<file path="src/rtl/scene_commit_ctrl_pkg.sv">
// Shared definitions for the scene commit controller.
// Holds the object-table geometry, slot names, record layout and the
// controller state encoding.
package scene_commit_ctrl_pkg;

  localparam int NUM_OBJ = 9;
  localparam int COORD_W = 11;
  localparam int REC_W   = 3 * COORD_W;
  localparam int IDX_W   = 4;

  // Field offsets inside one packed record {velx, posy, posx}.
  localparam int X_LSB  = 0;
  localparam int Y_LSB  = COORD_W;
  localparam int VX_LSB = 2 * COORD_W;

  // Slot assignment: five balls, then the four paddles.
  typedef enum logic [IDX_W-1:0] {
    BALL0 = 4'd0,
    BALL1 = 4'd1,
    BALL2 = 4'd2,
    BALL3 = 4'd3,
    BALL4 = 4'd4,
    PAD10 = 4'd5,
    PAD11 = 4'd6,
    PAD20 = 4'd7,
    PAD21 = 4'd8
  } obj_slot_e;

  typedef enum logic [1:0] {
    ACCEPT  = 2'd0,
    WAIT_VB = 2'd1,
    COPY    = 2'd2
  } state_e;

  function automatic logic [REC_W-1:0] pack_rec(
    input logic [COORD_W-1:0] x,
    input logic [COORD_W-1:0] y,
    input logic [COORD_W-1:0] vx
  );
    logic [REC_W-1:0] rec;
    rec = '0;
    rec[X_LSB  +: COORD_W] = x;
    rec[Y_LSB  +: COORD_W] = y;
    rec[VX_LSB +: COORD_W] = vx;
    return rec;
  endfunction

endpackage

</file>
<file path="src/rtl/scene_commit_ctrl_obj_bank.sv">
// obj_bank: N x W register array with one write port and a flat read bus.
// Ports:
//   pclk, reset   clock, async active-high reset (all records -> RST_REC)
//   we_i          write enable
//   idx_i         record index; indices >= N are silently discarded
//   wdata_i       record data
//   rd_bus_o      all records, record i at [i*W +: W]
module obj_bank
  import scene_commit_ctrl_pkg::*;
#(
  parameter int           N       = NUM_OBJ,
  parameter int           W       = REC_W,
  parameter logic [W-1:0] RST_REC = '0
) (
  input  logic             pclk,
  input  logic             reset,
  input  logic             we_i,
  input  logic [IDX_W-1:0] idx_i,
  input  logic [W-1:0]     wdata_i,
  output logic [N*W-1:0]   rd_bus_o
);

  logic [W-1:0] rec_q [N];

  // NOTE: every record is reset (not left as uninitialised RAM) because the
  // renderer reads all of them continuously and must see off-screen values.
  // NOTE: sequential state uses non-blocking assignments so every record
  // updates from pre-edge values regardless of statement order.
  always_ff @(posedge pclk or posedge reset) begin
    if (reset) begin
      for (int i = 0; i < N; i++) rec_q[i] <= RST_REC;
    end else if (we_i && (idx_i < IDX_W'(N))) begin
      rec_q[idx_i] <= wdata_i;
    end
  end

  always_comb begin
    rd_bus_o = '0;
    for (int i = 0; i < N; i++) rd_bus_o[i*W +: W] = rec_q[i];
  end

endmodule

</file>
<file path="src/rtl/scene_commit_ctrl.sv">
// scene_commit_ctrl: double-buffers object records between game logic and
// the VGA renderer. Game logic fills the shadow bank, signals frame_done,
// and the shadow bank is copied into the display bank one record per cycle
// starting at the next vertical-blank pulse. frame_tick paces game logic.
// Ports:
//   pclk, reset      pixel clock, async active-high reset
//   vblank_start     one-cycle pulse at start of vertical blank
//   wr_valid/ready   record write handshake (wr_idx, wr_posx/posy/velx)
//   frame_done       shadow bank complete for this frame
//   disp_bus         display bank, record i at [i*33 +: 33] = {velx,posy,posx}
//   frame_tick       one-cycle pulse after a commit finishes
//   busy             high while waiting for vblank or copying
//   missed_frames    saturating count of vblanks with no pending commit
//   bad_idx          sticky: out-of-range write index was accepted
module scene_commit_ctrl
  import scene_commit_ctrl_pkg::*;
#(
  parameter int RESET_X = -64,
  parameter int RESET_Y = -64
) (
  input  logic                       pclk,
  input  logic                       reset,
  input  logic                       vblank_start,
  input  logic                       wr_valid,
  output logic                       wr_ready,
  input  logic [IDX_W-1:0]           wr_idx,
  input  logic [COORD_W-1:0]         wr_posx,
  input  logic [COORD_W-1:0]         wr_posy,
  input  logic [COORD_W-1:0]         wr_velx,
  input  logic                       frame_done,
  output logic [NUM_OBJ*REC_W-1:0]   disp_bus,
  output logic                       frame_tick,
  output logic                       busy,
  output logic [7:0]                 missed_frames,
  output logic                       bad_idx
);

  localparam logic [REC_W-1:0] RST_REC =
    pack_rec(COORD_W'(RESET_X), COORD_W'(RESET_Y), '0);

  state_e             state_q, state_d;
  logic [IDX_W-1:0]   copy_cnt_q, copy_cnt_d;
  logic [7:0]         missed_q, missed_d;
  logic               bad_q, bad_d;
  logic               tick_q, tick_d;
  logic               shadow_we, disp_we;
  logic [NUM_OBJ*REC_W-1:0] shadow_bus;
  logic [REC_W-1:0]   copy_rec;

  assign copy_rec = shadow_bus[copy_cnt_q*REC_W +: REC_W];

  obj_bank #(.N(NUM_OBJ), .W(REC_W), .RST_REC(RST_REC)) u_shadow (
    .pclk     (pclk),
    .reset    (reset),
    .we_i     (shadow_we),
    .idx_i    (wr_idx),
    .wdata_i  (pack_rec(wr_posx, wr_posy, wr_velx)),
    .rd_bus_o (shadow_bus)
  );

  obj_bank #(.N(NUM_OBJ), .W(REC_W), .RST_REC(RST_REC)) u_display (
    .pclk     (pclk),
    .reset    (reset),
    .we_i     (disp_we),
    .idx_i    (copy_cnt_q),
    .wdata_i  (copy_rec),
    .rd_bus_o (disp_bus)
  );

  always_ff @(posedge pclk or posedge reset) begin
    if (reset) begin
      state_q    <= ACCEPT;
      copy_cnt_q <= '0;
      missed_q   <= '0;
      bad_q      <= 1'b0;
      tick_q     <= 1'b0;
    end else begin
      state_q    <= state_d;
      copy_cnt_q <= copy_cnt_d;
      missed_q   <= missed_d;
      bad_q      <= bad_d;
      tick_q     <= tick_d;
    end
  end

  // NOTE: every signal written here gets a default first, so no path
  // leaves one unassigned and no latch is inferred.
  always_comb begin
    state_d    = state_q;
    copy_cnt_d = copy_cnt_q;
    missed_d   = missed_q;
    bad_d      = bad_q;
    tick_d     = 1'b0;
    shadow_we  = 1'b0;
    disp_we    = 1'b0;

    case (state_q)
      ACCEPT: begin
        // The shadow write shares the frame_done edge, so it is committed.
        if (wr_valid) begin
          shadow_we = 1'b1;
          if (wr_idx >= IDX_W'(NUM_OBJ)) bad_d = 1'b1;
        end
        if (frame_done && vblank_start) begin
          state_d    = COPY;
          copy_cnt_d = '0;
        end else if (frame_done) begin
          state_d = WAIT_VB;
        end else if (vblank_start && (missed_q != 8'hFF)) begin
          missed_d = missed_q + 8'd1;
        end
      end
      WAIT_VB: begin
        if (vblank_start) begin
          state_d    = COPY;
          copy_cnt_d = '0;
        end
      end
      COPY: begin
        disp_we = 1'b1;
        if (copy_cnt_q == PAD21) begin
          state_d = ACCEPT;
          tick_d  = 1'b1;
        end else begin
          copy_cnt_d = copy_cnt_q + 1'b1;
        end
      end
      default: state_d = ACCEPT;
    endcase
  end

  assign wr_ready      = (state_q == ACCEPT);
  assign busy          = (state_q != ACCEPT);
  assign frame_tick    = tick_q;
  assign missed_frames = missed_q;
  assign bad_idx       = bad_q;

endmodule

</file>
<file path="config.mk">
export PLATFORM = sky130hd
export DESIGN_NAME = scene_commit_ctrl
export DESIGN_NICKNAME = d
export VERILOG_FILES = /design/src/rtl/scene_commit_ctrl_pkg.sv /design/src/rtl/scene_commit_ctrl_obj_bank.sv /design/src/rtl/scene_commit_ctrl.sv
export SDC_FILE = /design/constraint.sdc
export NUM_CORES = 1
export LEC_CHECK = 0
export CAP_MARGIN = 40
export CORE_MARGIN = 2
export CORE_UTILIZATION = 59
export DETAILED_ROUTE_END_ITERATION = 8
export GPL_TIMING_DRIVEN = 0
export HOLD_SLACK_MARGIN = 0.05
export PLACE_DENSITY = 0.85
export RECOVER_POWER = 100
export SLEW_MARGIN = 30
export SYNTH_ARGS = -nofsm -noshare
export SYNTH_HDL_FRONTEND = slang
export SYNTH_SLANG_ARGS = --single-unit
export TNS_END_PERCENT = 5
</file>
<file path="constraint.sdc">
create_clock -name pclk -period 45.3 [get_ports pclk]
set_input_delay 9.06 -clock pclk [delete_from_list [all_inputs] [get_ports pclk]]
set_output_delay 9.06 -clock pclk [all_outputs]
set_load 0.005 [all_outputs]
</file>
==> flow_summary.ini, run 1 <==
[logic_synthesis]
postSynthCellCount = 1678
synthFlopType = dfrtp_1
synthAdderAreaFrac_pct = 0.2877
synth_xor_area_share_pct = 0.1678
yosys.area.top_type = dfrtp_1
synth_seq_cells = 610
seq_area_frac_synth_pct = 59.36
yosys-top-cells-count = 669 x mux2_2, 430 x dfrtp_1, 180 x dfstp_2
synth-edff-count = 0
synth_nets = 1726
synth.mux.area_fraction_pct = 31.02
async_reset_ff_share_pct = 100.0
ys_warn_count = 0
synth-simple-area-share_pct = 1.769
syn_area_um2 = 26090
synth_cell_type_count = 52
syn_area_per_cell_um2 = 15.55
synth-compound-area-share_pct = 5.111
synth.most_common_cell = mux2_2
synth_top_area_share_pct = 41.24
synth_top_family_by_area = multiplexers
synth_area_leaders = dfrtp_1 41%, mux2_2 29%, dfstp_2 18%

[power]
power.total_mw = 2.286
power_density_nw_per_um2 = 71.43
leakagePower_nw = 14.76
ir_drop_uv = 47.62

[route]
ant_nets = 0
wl_per_cell_um = 24.44
via_count = 16106
top_layer = met4
first_pass_iters = 5
dr_wl_met3_um = 3928
drt-total-wl_um = 67090
met2_length_um = 33480
detail_route.vias_per_cell = 5.867
wl_met1_um = 27300
drtIter0Drc = 913
drc = 0

[die]
die_h_um = 214.3
io_pins = 351
start_util_pct = 59.40
die_x_um = 214.3
num_rows = 77
dieArea_um2 = 45920
core_area_um2 = 43930

[setup_path]
cp_max_fo = 87
crit_arrival_ps = 21150
slowest_stage = clkbuf_1
cp_top_family = buffers and inverters
start_kind = input pin
crit_type = in -> async
required_ps = 45290
path_buf_inv = 6
path_cells = dlygate4sd3_1 -> clkinvlp_2 -> clkbuf_1 -> clkbuf_1 -> clkbuf_1 -> clkbuf_1
endpoint_kind = async pin
crit_top_cell = clkbuf_1
reg2reg_slack_ps = 40770
max_stage_delay_ps = 3140

[timing]
hold_viol = 0
tns_ps = 0
post-route-period-util_pct = 46.72
slew_violations = 624
timing.fmax_ghz = 0.04725
rsz0062_at_grt = false
hold_ws_ps = 481.3
finalSetupViolCount = 0
worst_slew_pin_slew_ps = 4872
slew_headroom_pct = -224.8
fin_skew_ps = 14.90
final.setup.worst_slack_ps = 24140
period_needed_ps = 21160

[final_layout]
layout.nets = 2145
areaGrowthSynthToFinish_pct = 22.63
fillers = 2935
layout-drive-gt1-share_pct = 46.39
stdcell_area_um2 = 32000

[global_route]
grt_pass1_vias = 17623
antenna_found_initial = 4
gr-total-overflow = 0
grt_first_pass_wirelength_um = 105000
grt_use_total_pct = 29.47
grt_max_degree = 97

[cts]
htree_levels = 2
cts_resized = 0
insertion_delay_ps = 620
cts_root_buf = clkbuf_16
clkTransAtPathRegs_ps = 60
cts_hold_buf = 0
clockBufferDepth = 3
clock-sinks = 610
cts_made_buffers = 60
cts_tree = done
cts_setup_buffers = 0

[place]
io_buffers = 348
placed_cell_area_um2 = 30560
pre_cts_slack_ps = 34070
place_congestion = 0.7908
dpl.hpwl_um = 44920

[run_status]
outcome = complete, but fails checks
violations = max-capacitance violations, max-slew violations

[flow_run]
maxCapViolCount = 8

[worst_hold_path]
hold_path.class = reg -> reg
-- stage by stage --
| stage | instances | util, % |
|---|---|---|
| after floorplan | 1678 | - |
| after global placement | 2618 | 69.01 |
| after detailed placement | 2627 | 69.57 |
| after CTS | 2741 | 74.08 |
| after global routing | 2744 | 72.83 |
| final | 2745 | 72.84 |
-- worst reg2reg max path, stage by stage, from the launching register on --
cell	delay, ps
dfrtp_1	400
clkbuf_1	300
clkinv_1	290
clkbuf_1	690
ha_1	340
nand3b_2	150
nor3_1	1070
clkbuf_1	750
mux2_2	430
-- layout make-up --
type	count	area [µm²]	share of cell area [%]
diodes	4	10.01	0.03128
plain buffers	101	435.4	1.361
clock buffers	103	1844	5.763
clock inverters	11	137.6	0.4301
inverters	9	35.03	0.1095
multi-input cells	958	9782	30.57
flip-flops and latches	610	15490	48.41
well taps	592	740.7	2.315
repair buffers	357	3525	11.01
-- path summary, 6_finish.rpt --
kind	start	end	cells past startpoint
setup / recovery	reset	u_shadow.rd_bus_o[245]$_DFFE_PP0P_	6
hold / removal	u_display.rd_bus_o[32]$_DFFE_PP0P_	u_display.rd_bus_o[32]$_DFFE_PP0P_	2
setup reg to reg	copy_cnt_q[1]$_DFFE_PP0P_	u_display.rd_bus_o[279]$_DFFE_PP0P_	8
hold reg to reg	u_display.rd_bus_o[32]$_DFFE_PP0P_	u_display.rd_bus_o[32]$_DFFE_PP0P_	2
max in group pclk	wr_idx[2]	u_shadow.rd_bus_o[60]$_DFFE_PP0P_	6
min in group asynchronous	reset	missed_frames[5]$_DFFE_PP0P_	3
-- report_power, final --
| part | internal (mW) | leakage [nW] | switching [mW] |
|---|---|---|---|
| clock | 0.292 | 0.972 | 0.207 |
| sequential | 0.816 | 7.48 | 0.113 |
| combinational | 0.444 | 6.31 | 0.415 |
-- routing by layer --
metal  up-vias  track usage, %
met1      8526           38.06
met5         -               0
li1       6974               -
met2       474           49.40
met3       132           6.397
met4         0           10.69
-- placed cells by master (no fill, tap or decap), types with 6 or more instances in the layout --
cell	instances
dfstp_2	180
a22oi_1	31
nor2_1	8
buf_2	30
nand2b_1	8
a21oi_1	67
clkbuf_8	16
o21ai_0	6
clkbuf_1	100
dlygate4sd3_1	311
mux2_2	665
clkdlybuf4s50_1	37
nand2_1	16
nand3_1	13
a221oi_2	23
nor2b_1	6
mux2_1	52
clkbuf_16	61
clkinv_2	6
dfrtp_1	430
o21ai_1	8
inv_1	6
ha_1	6
a221oi_1	9
-- kinds of logic after synthesis --
kind of cell    after synthesis
buf+inv                     110
flops                       610
fa+ha+maj                     6
simple gates                 72
xor+xnor                      5
compound gates              156
mux                         719
-- flip-flops by register name, summed over array words and instances, names as in the netlist --
register            cells
u_display.rd_bus_o    297
state_q                 2
bad_idx                 1
missed_frames           8
frame_tick              1
u_shadow.rd_bus_o     297
copy_cnt_q              4
Power figures use the tool's default switching activity.
==> run 2, diff against run 1 <==
--- a/config.mk
+++ b/config.mk
@@ -7,11 +7,11 @@
 export LEC_CHECK = 0
 export CAP_MARGIN = 40
 export CORE_MARGIN = 2
-export CORE_UTILIZATION = 59
+export CORE_UTILIZATION = 50
 export DETAILED_ROUTE_END_ITERATION = 8
 export GPL_TIMING_DRIVEN = 0
 export HOLD_SLACK_MARGIN = 0.05
-export PLACE_DENSITY = 0.85
+export PLACE_DENSITY = 0.77
 export RECOVER_POWER = 100
 export SLEW_MARGIN = 30
 export SYNTH_ARGS = -nofsm -noshare
==> constraint.sdc (replaced) <==
create_clock -name pclk -period 17.8 [get_ports pclk]
set_input_delay 3.56 -clock pclk [delete_from_list [all_inputs] [get_ports pclk]]
set_output_delay 3.56 -clock pclk [all_outputs]
set_load 0.005 [all_outputs]
==> run 2 against run 1 <==
  * The flow still finishes with violations (max-capacitance violations, max-slew violations)
  * Clock-buffer cell count shrank 8
  * Hold slack gained 2.4 ps
  * Cell count grew 3.8%
  * Combinational power grew to 2.6 times the previous value
  * Critical path depth grew 1
  * Design area grew 1.1%
  * Sequential power grew to 2.5 times the previous value
  * Core utilization shrank 9.9 points
  * Critical path type unchanged
  * Worst setup slack lost 17000 ps
  * Die area grew 18%
  * Largest power group unchanged
==> flow_summary.ini, run 2 (synthesis results as in run 1) <==
[run_status]
outcome = complete, but fails checks
violations = max-capacitance violations, max-slew violations

[power]
p_int_mw = 3.997
swShare_pct = 32.01
p_sw_mw = 1.881
p_seq_share_pct = 40.0
ir_drop_uv = 112.7
leakagePower_nw = 14.87
p_comb_share_pct = 37.3
power_frac_clock_pct = 22.7
power_density_nw_per_um2 = 181.7

[final_layout]
stdcell_area_um2 = 32360
layout_commonest_cell = mux2_2
layout_common_cells = 666 x mux2_2, 430 x dfrtp_1, 311 x dlygate4sd3_1
layout-drive-gt1-share_pct = 46.79
finalNonFillerCells = 2849
layout.nets = 2162
areaGrowthSynthToFinish_pct = 24.00

[timing]
period_needed_ps = 10250
hold_viol = 0
post-route-period-util_pct = 57.57
worst_slew_pin_slew_ps = 1832
timing.fmax_ghz = 0.09759
finalSetupViolCount = 0
slew_headroom_pct = -23.10
fin_skew_ps = 12.98
tns_ps = 0
slew_violations = 345
rsz0062_at_grt = false

[setup_path]
max_stage_delay_ps = 1280
cp_max_fo = 32
rr_startpoint = copy_cnt_q[1]$_DFFE_PP0P_
required_ps = 18230
slowest_stage = clkbuf_1
r2r_cells = 8
crit_top_cell = clkbuf_1
reg2reg_slack_ps = 12970
path_cells = dlygate4sd3_1 -> clkinvlp_2 -> clkbuf_1 -> clkbuf_1 -> clkbuf_1 -> clkbuf_1 -> clkbuf_1
crit_arrival_ps = 10680
start_kind = input pin
path_buf_inv = 7
endpoint_kind = async pin
cp_top_family = buffers and inverters
crit_type = in -> async
rr_endpoint = u_display.rd_bus_o[278]$_DFFE_PP0P_

[cts]
clkTransAtPathRegs_ps = 60
htree_levels = 2
insertion_delay_ps = 630
cts_resized = 0
clock-sinks = 610
clockBufferDepth = 3
cts_hold_buf = 0
cts_root_buf = clkbuf_16
cts_setup_buffers = 0
cts_made_buffers = 61
cts_tree = done

[die]
die_h_um = 232.4
core_area_um2 = 51410
num_rows = 83
start_util_pct = 50.76
io_pins = 351
die_x_um = 232.4
dieArea_um2 = 54030

[place]
placed_cell_area_um2 = 30980
io_buffers = 348
dpl.hpwl_um = 47490
post-place-cells = 2731
place_congestion = 0.7896

[route]
first_pass_iters = 4
wl_per_cell_um = 24.06
detail_route.vias_per_cell = 5.591
drtIter0Drc = 737
drt-total-wl_um = 68540
drc = 0
via_count = 15928
ant_nets = 0

[worst_hold_path]
min_to = u_display.rd_bus_o[131]$_DFFE_PP0P_
hold_start = u_display.rd_bus_o[131]$_DFFE_PP0P_
hold_path.class = reg -> reg
whs_path_depth = 2

[global_route]
gr-total-overflow = 0
grt_first_pass_wirelength_um = 104700
grt_pass1_vias = 17376
grt_max_degree = 33
grt_use_total_pct = 25.51
antenna_found_initial = 7

[flow_run]
maxCapViolCount = 12
run 2: changes by cell type in the layout (fill, tap and decap cells not counted), moves of 2 or more:
| cell | before | now |
|---|---|---|
| bufinv_16 | 3 | 5 |
| clkbuf_1 | 100 | 103 |
| buf_16 | 0 | 2 |
| clkbuf_16 | 61 | 63 |
| diode_2 | 4 | 2 |
| a221oi_1 | 9 | 7 |
| clkinv_2 | 6 | 11 |
| a221oi_2 | 23 | 25 |
| clkinvlp_4 | 0 | 4 |
run 2: worst max-delay path by stage:
| stage | end | cells after the start | slack [ps] | start |
|---|---|---|---|---|
| after floorplan | bad_idx$_DFFE_PP0P_ | 1 | 6060 | reset |
| after global placement | u_display.rd_bus_o[123]$_DFFE_PP0P_ | 2 | 2740 | reset |
| after detailed placement | u_display.rd_bus_o[18]$_DFFE_PP1P_ | 8 | 12060 | reset |
| after CTS | wr_ready | 2 | 12370 | state_q[0]$_DFFE_PP0P_ |
| after global routing | u_display.rd_bus_o[287]$_DFFE_PP0P_ | 7 | 6260 | reset |
| final | u_display.rd_bus_o[287]$_DFFE_PP0P_ | 7 | 7550 | reset |
run 2: metrics by stage:
stage / util (%) / setup WS (ps) / hold WS [ps] / power [mW]
finish: 62.94 / 7553 / 483.7 / 5.879
global route: 62.94 / 6255 / 500.4 / 6.187
CTS: 64.37 / 12370 / 488.1 / 6.109
detailed placement: 60.27 / 12060 / 473.7 / 4.753
global placement: 59.20 / 2744 / 463.0 / 4.642
floorplan: - / 6064 / 454.1 / 3.626
run 2: metal layers:
metal / vias to the layer above / routed length, µm / GRT usage, %
met5: - / 62 / 0.3676
met4: 10 / 2710 / 9.896
met3: 152 / 4019 / 6.299
met2: 366 / 33930 / 41.93
met1: 8393 / 27820 / 32.54
li1: 7007 / - / -
run 2: power groups by stage:
stage	logic (mW)	registers, mW	clock network (mW)
CTS	2.39	2.37	1.36
global placement	2.29	2.35	0
detailed placement	2.37	2.38	0
global route	2.35	2.42	1.41
finish	2.19	2.35	1.33
floorplan	1.28	2.35	0
run 2: worst reg2reg max path, stage by stage, from the launching register on:
cell and delay (ps):
dfrtp_1 410, clkbuf_1 310, clkinv_1 320, clkbuf_1 680, ha_1 350, nand3b_2 150, nor3_1 1400, clkbuf_1 680
mux2_2 420
run 2: area by class of cell:
| class | instances | area, µm² |
|---|---|---|
| well taps | 680 | 850.8 |
| diodes | 2 | 5.005 |
| fillers | 3880 | 19050 |
| inverters | 9 | 35.03 |
| clock inverters | 21 | 244.0 |
| plain buffers | 101 | 426.7 |
| flip-flops and latches | 610 | 15490 |
| clock buffers | 95 | 1867 |
| multi-input cells | 958 | 9799 |
| repair buffers | 373 | 3638 |
==> run 3, diff against run 2 <==
==> constraint.sdc (replaced) <==
create_clock -name pclk -period 8.7 [get_ports pclk]
set_input_delay 1.74 -clock pclk [delete_from_list [all_inputs] [get_ports pclk]]
set_output_delay 1.74 -clock pclk [all_outputs]
set_load 0.005 [all_outputs]
==> run 3 against run 2 <==
  * The flow still finishes with violations (max-capacitance violations, max-slew violations)
  * Clock power increased by 110%
  * Power rose by 100%
  * First-iteration DRC count decreased by 1.4%
  * Global-route usage is the same
  * Hold slack improved by 0.89 ps
  * Core utilization is 0.46 points higher
  * Combinational power up 110%
  * Clock skew shrank 2.2 ps
  * Sequential share of layout area down 0.35 points
  * Critical path type unchanged
==> flow_summary.ini, run 3 (synthesis results as in run 1) <==
[cts]
clkTransAtPathRegs_ps = 60
htree_levels = 2
cts_tree = done
insertion_delay_ps = 620
cts_resized = 0
cts_setup_buffers = 0
cts_hold_buf = 0
clockBufferDepth = 3
clock-sinks = 610
cts_made_buffers = 61
cts_root_buf = clkbuf_16

[global_route]
grt_pass1_vias = 17376
grt_max_degree = 33
gr-total-overflow = 0
antenna_found_initial = 7
grt_first_pass_wirelength_um = 104700
grt_use_total_pct = 25.51

[route]
wl_per_cell_um = 24.06
via_count = 15895
ant_nets = 0
drtIter0Drc = 727
drt-total-wl_um = 68530
detail_route.vias_per_cell = 5.579
drc = 0
first_pass_iters = 5

[die]
core_area_um2 = 51410
num_rows = 83
io_pins = 351
die_h_um = 232.4
dieArea_um2 = 54030
die_x_um = 232.4
start_util_pct = 50.76

[timing]
fin_skew_ps = 10.79
final.setup.worst_slack_ps = 3261
timing.fmax_ghz = 0.1839
finalSetupViolCount = 0
hold_viol = 0
worst_slew_pin_slew_ps = 1725
slew_violations = 125
period_needed_ps = 5439
post-route-period-util_pct = 62.52
rsz0062_at_grt = false
slew_headroom_pct = -15.90

[power]
leakagePower_nw = 14.99
ir_drop_uv = 230.1
power_density_nw_per_um2 = 369.3

[run_status]
outcome = complete, but fails checks
violations = max-capacitance violations, max-slew violations

[place]
pre_cts_slack_ps = 4777
dpl.hpwl_um = 47490
io_buffers = 348
place_congestion = 0.7896

[setup_path]
crit_type = in -> async
slowest_stage = clkbuf_1
endpoint_kind = async pin
cp_max_fo = 31
required_ps = 9450
max_stage_delay_ps = 1270
reg2reg_slack_ps = 3910
crit_arrival_ps = 6190
path_cells = dlygate4sd3_1 -> clkinvlp_2 -> clkbuf_1 -> buf_12 -> buf_12 -> buf_12 -> clkbuf_1 -> buf_16
crit_top_cell = buf_12
start_kind = input pin

[flow_run]
maxCapViolCount = 5

[final_layout]
layout-drive-gt1-share_pct = 47.35
areaGrowthSynthToFinish_pct = 24.91
utilization_pct = 63.41
layout_commonest_cell = mux2_2
layout.nets = 2162
layout_common_cells = 666 x mux2_2, 430 x dfrtp_1, 311 x dlygate4sd3_1

[worst_hold_path]
hold_path.class = reg -> reg
run 3: path summary, 6_finish.rpt:
| check | startpoint | cells after the start | endpoint |
|---|---|---|---|
| setup reg to reg | copy_cnt_q[1]$_DFFE_PP0P_ | 8 | u_display.rd_bus_o[276]$_DFFE_PP0P_ |
| setup / recovery | reset | 8 | u_display.rd_bus_o[84]$_DFFE_PP1P_ |
| min in group asynchronous | reset | 2 | u_shadow.rd_bus_o[170]$_DFFE_PP0P_ |
| hold / removal | bad_idx$_DFFE_PP0P_ | 1 | bad_idx$_DFFE_PP0P_ |
| hold reg to reg | bad_idx$_DFFE_PP0P_ | 1 | bad_idx$_DFFE_PP0P_ |
| max in group pclk | copy_cnt_q[1]$_DFFE_PP0P_ | 8 | u_display.rd_bus_o[276]$_DFFE_PP0P_ |
run 3: layout make-up:
class	instances	area (µm²)
inverter	9	35.03
fill	3846	18810
clock inverter	21	244.0
buffer	101	426.7
multi-input combinational	958	9796
antenna	2	5.005
clock buffer	95	1867
timing repair buffer	373	3880
sequential	610	15490
tap	680	850.8
run 3: critical path: cells and delay by family:
kind / cells / cell delay (ps)
buf+inv: 8 / 4380
run 3: per-stage QoR:
step                setup TNS (ps)  power, mW  instances  hold slack (ps)  cell area (µm²)
global placement          -2162150      9.498       2706            463.0            30430
global route                     0      12.67       2849            500.4            32590
CTS                              0      12.50       2847            488.1            33090
finish                           0      12.04       2849            484.6            32590
detailed placement               0      9.724       2731            473.7            30980
floorplan                  -522940      7.418       1678            454.1            26100
run 3: where the power goes:
group	internal [mW]	switching, mW
Clock	1.62	1.11
Combinational	2.32	2.17
Sequential	4.25	0.570
run 3: layer usage:
| metal | vias to the layer above | global-route usage, % | routed length (µm) |
|---|---|---|---|
| met5 | - | 0.3676 | 62 |
| met2 | 363 | 41.93 | 33710 |
| met1 | 8362 | 32.54 | 28020 |
| met4 | 10 | 9.896 | 2799 |
| met3 | 163 | 6.299 | 3946 |
| li1 | 6997 | - | - |
